[config.mk]
export PLATFORM = sky130hd
export DESIGN_NAME = pool2_exec
export DESIGN_NICKNAME = d
export VERILOG_FILES = /design/src/rtl/pool2_exec_pkg.sv /design/src/rtl/pool_max2.sv /design/src/rtl/pool2_exec.sv
export SDC_FILE = /design/constraint.sdc
export NUM_CORES = 2
export LEC_CHECK = 0
export ABC_AREA = 1
export CAP_MARGIN = 20
export CORE_MARGIN = 5
export CORE_UTILIZATION = 40
export CTS_CLUSTER_DIAMETER = 60
export DETAILED_ROUTE_END_ITERATION = 12
export PLACE_DENSITY_LB_ADDON = 0.15
export SYNTH_ARGS = -nofsm -noshare
export SYNTH_HDL_FRONTEND = slang
export SYNTH_SLANG_ARGS = --single-unit
export TNS_END_PERCENT = 1
[constraint.sdc]
create_clock -name clk -period 3.6 [get_ports clk]
set_clock_uncertainty 0.2 [all_clocks]
set_input_delay 0.9 -clock clk [delete_from_list [all_inputs] [get_ports clk]]
set_output_delay 0.9 -clock clk [all_outputs]
set_load 0.05 [all_outputs]
[src/rtl/pool2_exec_pkg.sv]
// Shared definitions for the S4 (pool2) stage.
// Holds the map geometry, derived widths and a channel-slice helper used by the
// top level when wiring the per-channel max units.
package pool2_exec_pkg;

  localparam int unsigned DW       = 16;  // per-channel width, signed fixed point
  localparam int unsigned CH       = 16;  // channels per beat
  localparam int unsigned MAP_W    = 8;   // input map width (even)
  localparam int unsigned MAP_H    = 8;   // input map height (even)
  localparam int unsigned S4_WORDS = (MAP_W / 2) * (MAP_H / 2);

  localparam int unsigned WORD_W = CH * DW;
  localparam int unsigned COL_W  = $clog2(MAP_W);
  localparam int unsigned ROW_W  = $clog2(MAP_H);
  localparam int unsigned LB_N   = MAP_W / 2;
  localparam int unsigned LB_W   = $clog2(LB_N);
  localparam int unsigned ADDR_W = $clog2(S4_WORDS);

  // Channel k of a packed word (k = 0 at the LSB end).
  function automatic logic [DW-1:0] ch_slice(input logic [WORD_W-1:0] word,
                                             input int unsigned k);
    return word[k*DW +: DW];
  endfunction

endpackage

[src/rtl/pool_max2.sv]
// Combinational signed 2-input max for one channel.
// Ports:
//   a, b : DW-bit signed operands
//   y    : the larger of a and b (a on a tie; both are equal then)
module pool_max2
  import pool2_exec_pkg::*;
(
  input  logic [DW-1:0] a,
  input  logic [DW-1:0] b,
  output logic [DW-1:0] y
);

  assign y = ($signed(a) >= $signed(b)) ? a : b;

endmodule

[src/rtl/pool2_exec.sv]
// S4 streaming 2x2 / stride-2 max pooling over the 16-channel conv2 map.
// Pixels arrive in raster order, one 16-channel word per in_valid beat. Even
// columns park in a hold register; odd columns of even rows store the horizontal
// max into a small line buffer; odd columns of odd rows combine with the line
// buffer and emit one pooled word with its window address.
// Ports:
//   clk, rst_n         : clock, asynchronous active-low reset
//   clear              : synchronous frame restart (wins over in_valid)
//   in_valid, in_data  : input pixel beat
//   out_valid          : 1-cycle pulse per completed window
//   out_data, out_addr : pooled word and window index prow*(MAP_W/2)+pcol
//   frame_done         : pulses with the last window of the frame
module pool2_exec
  import pool2_exec_pkg::*;
(
  input  logic              clk,
  input  logic              rst_n,
  input  logic              clear,
  input  logic              in_valid,
  input  logic [WORD_W-1:0] in_data,
  output logic              out_valid,
  output logic [WORD_W-1:0] out_data,
  output logic [ADDR_W-1:0] out_addr,
  output logic              frame_done
);

  logic [COL_W-1:0]  col_q;
  logic [ROW_W-1:0]  row_q;
  logic [WORD_W-1:0] hold_q;
  logic [WORD_W-1:0] lbuf_q [LB_N];

  logic [WORD_W-1:0] hmax;
  logic [WORD_W-1:0] vmax;
  logic [WORD_W-1:0] lbuf_rd;
  logic [LB_W-1:0]   pcol;
  logic [ROW_W-2:0]  prow;
  logic              col_last;
  logic              row_last;
  logic [ADDR_W-1:0] win_addr;

  assign pcol     = col_q[COL_W-1:1];
  assign prow     = row_q[ROW_W-1:1];
  assign col_last = (col_q == COL_W'(MAP_W - 1));
  assign row_last = (row_q == ROW_W'(MAP_H - 1));
  assign lbuf_rd  = lbuf_q[pcol];
  assign win_addr = ADDR_W'(int'(prow) * int'(LB_N) + int'(pcol));

  // Horizontal stage pairs the held even pixel with the current odd pixel;
  // vertical stage folds in the row above from the line buffer.
  for (genvar k = 0; k < CH; k++) begin : g_ch
    pool_max2 u_hmax (
      .a (ch_slice(hold_q, k)),
      .b (ch_slice(in_data, k)),
      .y (hmax[k*DW +: DW])
    );
    pool_max2 u_vmax (
      .a (hmax[k*DW +: DW]),
      .b (ch_slice(lbuf_rd, k)),
      .y (vmax[k*DW +: DW])
    );
  end

  always_ff @(posedge clk or negedge rst_n) begin
    if (!rst_n) begin
      col_q      <= '0;
      row_q      <= '0;
      hold_q     <= '0;
      out_valid  <= 1'b0;
      out_data   <= '0;
      out_addr   <= '0;
      frame_done <= 1'b0;
      for (int i = 0; i < int'(LB_N); i++) begin
        lbuf_q[i] <= '0;
      end
    end else if (clear) begin
      // Hold register and line buffer are always rewritten before use.
      col_q      <= '0;
      row_q      <= '0;
      out_valid  <= 1'b0;
      frame_done <= 1'b0;
    end else begin
      out_valid  <= 1'b0;
      frame_done <= 1'b0;
      if (in_valid) begin
        if (col_last) begin
          col_q <= '0;
          row_q <= row_last ? '0 : row_q + 1'b1;
        end else begin
          col_q <= col_q + 1'b1;
        end

        if (!col_q[0]) begin
          hold_q <= in_data;
        end else if (!row_q[0]) begin
          lbuf_q[pcol] <= hmax;
        end else begin
          out_data   <= vmax;
          out_addr   <= win_addr;
          out_valid  <= 1'b1;
          frame_done <= col_last && row_last;
        end
      end
    end
  end

endmodule

==> reports/results.ini <==
[timing]
maxSlewHeadroom_pct = 40.84
worst_pin_slew_ns = 0.8874
finalMaxSlewViolations = 0
period_share_pct = 109.5
finalWorstPathRequiredPeriod_ns = 3.941
fmax_mhz = 253.7
rsz0062_at_grt = yes
hold_viol = 0
finalSetupViolations = 240
setup_ws_ns = -0.3415

[clocking]
cts_buffer_depth = 3
cts_buffers = 185
clock-sinks = 1548
cts_htree_levels = 4
cts.clk_slew.worst_paths_ns = 0.06
clockRootBuffer = clkbuf_16
cts_tree = done
clock_latency_ns = 0.83

[logic_synthesis]
synth_area_sq_um = 86820
yosysSeqAreaShare_pct = 44.62
synth_top_area_share_pct = 44.62
yosysUniqueCellTypes = 38
synth.ff_latch_count = 1548
synth_top_area_cell = dfrtp_1
ys_warn_count = 0
ys_top_cells_by_area = dfrtp_1, nand2_1, ha_1
syn-num-nets = 12268
synth_area_per_cell_sq_um = 7.555
syn_inst = 11492

[route]
wl_mm = 283.8
drt-pass1-iter-count = 6
drcViolationCount = 0
avgViaCountPerCell = 5.134
vias = 82806
wl_per_cell_um = 17.59
first_iter_violations = 6482
ant_nets = 0

[final_layout]
final_cell_area_sq_um = 117700
layout-drive-gt1-share_pct = 20.55
seq_area_sq_um = 38740
layout_commonest_cell = nand2_1
multi_input_area_sq_um = 46080
final_cell_count_no_fill = 16128
fin_nets = 13894
nFillCells = 19917
area_growth_pct = 35.55
layout_common_cells = nand2_1, dfrtp_1, buf_4, inv_1, nand4_1

[power]
p_leak_uw = 0.06386
internal_power_uw = 50810
p_seq_share_pct = 28.1
ir_drop_mv = 0.5291
switching_share_pct = 40.56
total_power_uw = 85490
switching_power_uw = 34670
p_per_area_nw_per_um2 = 726.4
clkPwrFrac_pct = 22.8
comb_power_share_pct = 49.1

[critical_path]
critPathMaxStageDelay_ns = 0.56
crit_slowest_cell = clkdlybuf4s50_1
crit_path_end_kind = register
crit_top_cell = nand2_1
cp_max_fo = 5
cpLargestDelayFamily = simple AND/OR/NAND/NOR gates
required_ns = 4.10
cp.arrival_ns = 4.44
path_buf_inv = 6
worstSetupPathType = input port to register
critPathLaunchType = input port

[job]
drv_cap = 0

[global_routing]
grt_pass1_wl_mm = 450.1
grt_max_degree = 101
track_usage_pct = 24.48
antenna_found_initial = 8
grt-ovfl-total = 0
grt_pass1_vias = 81987

[status]
outcome = finished with violations
violations = negative setup slack

[floorplan]
die_h_um = 475.9
dieArea_sq_um = 226500
initial_core_util_pct = 40.10
ioPinCount = 522
num_rows = 171
core_sq_um = 216500
die_x_um = 475.9

[placed_design]
gp_congestion = 0.8823
placed_cell_area_sq_um = 107000
portBuffers = 521
dpl.cell_count = 15658
hpwl_mm = 197.2

[worst_hold_path]
hold_class = input port to register

==> power by group through the flow <==
| stage | combinational [uW] | sequential (uW) | clock [uW] |
|---|---|---|---|
| after floorplan | 19800 | 28100 | 0 |
| after global placement | 37200 | 24100 | 0 |
| after detailed placement | 38000 | 24200 | 0 |
| after CTS | 40400 | 24000 | 20000 |
| after global routing | 46100 | 24500 | 20700 |
| final | 42000 | 24000 | 19500 |
==> metal layers <==
metal / vias up / GRT usage [%] / part of all wire, % / wire length (um)
met2: 2214 / 40.49 / 47 / 133000
met3: 416 / 3.281 / 5.1 / 14480
met4: 0 / 6.232 / 2.4 / 6673
met5: - / 0 / 0 / 0
li1: 40424 / - / - / -
met1: 39752 / 34.03 / 46 / 129700
==> through the flow <==
stage          utilization (%)  TNS (ns)  hold WS [ns]  worst slack (ns)
2_1_floorplan                -    -80.26        0.2492           -0.3864
3_3_place_gp             49.42   -311.82        0.2612            -1.261
3_5_place_dp             49.42   -322.28        0.2643            -1.319
4_1_cts                  53.38    -30.15        0.2508           -0.2127
5_1_grt                  54.35    -91.76        0.1870           -0.5088
6_report                 54.35    -43.03        0.2178           -0.3415
==> worst paths after layout <==
kind	start	to	slack, ns	cells after the start
worst max-delay path	in_data[44]	out_data[41]	-0.34	25
worst max register to register	hold_q[171]	out_data[160]	-0.21	26
worst min-delay path	in_data[84]	hold_q[84]	0.22	3
worst min register to register	lbuf_q[202]	lbuf_q[202]	0.28	2
min in group asynchronous	rst_n	hold_q[23]	0.54	2
max in group asynchronous	rst_n	lbuf_q[113]	1.48	3
==> cells in the mapped netlist <==
cell	count
a21o_1	24
a21oi_1	249
a21oi_2	2
a221oi_1	6
a221oi_2	148
a22o_1	12
a22oi_1	71
buf_1	24
buf_2	203
buf_4	25
buf_6	10
buf_8	2
clkbuf_1	325
dfrtp_1	1548
ha_1	516
inv_1	976
inv_2	11
nand2_1	5374
nand2_2	15
nand2_4	2
nand3_1	380
nand3_2	16
nand3_4	1
nand4_1	544
nand4_2	5
nand4_4	2
nor2_1	224
nor2_2	7
nor2_4	3
nor3_1	38
nor3_2	1
o21a_1	4
o21ai_0	530
o21ai_1	106
o21ai_2	34
o21ai_4	4
o21bai_1	19
o22ai_1	31
==> state kept, by name, indices dropped and copies added, names as in the netlist <==
name        flops
col_q           3
frame_done      1
hold_q        256
lbuf_q       1024
out_addr        4
out_data      256
out_valid       1
row_q           3
==> tightest hold or removal path, stage by stage <==
cell and delay (ns):
dlymetal6s2s_1 0.13, inv_1 0.07, o21ai_0 0.09
==> cell families after synthesis <==
| kind of cell | share of synthesized area [%] |
|---|---|
| AND/OR/NAND/NOR | 31.09 |
| AO/OA/AOI/OAI | 9.525 |
| buffers and inverters | 7.327 |
| flip-flops | 44.62 |
| adder cells (fa/ha/maj) | 7.436 |
==> what timing repair did <==
action	4_1_cts	5_1_grt
setup endpoints to repair	256	256
gates cloned	19	11
pin swaps	158	154
hold buffers	1	0
buffers inserted	64	32
endpoints found under the hold margin	40	0
gates resized for setup	354	371
==> layout make-up <==
class	count	area share, %
repair buffers	2018	16.29
inverters	987	3.214
clock buffers	250	4.461
well taps	2854	3.034
diodes	6	0.01276
clock inverters	87	0.9112
multi-input cells	8378	39.16
flip-flops and latches	1548	32.92
(Power assumes the default switching activity.)
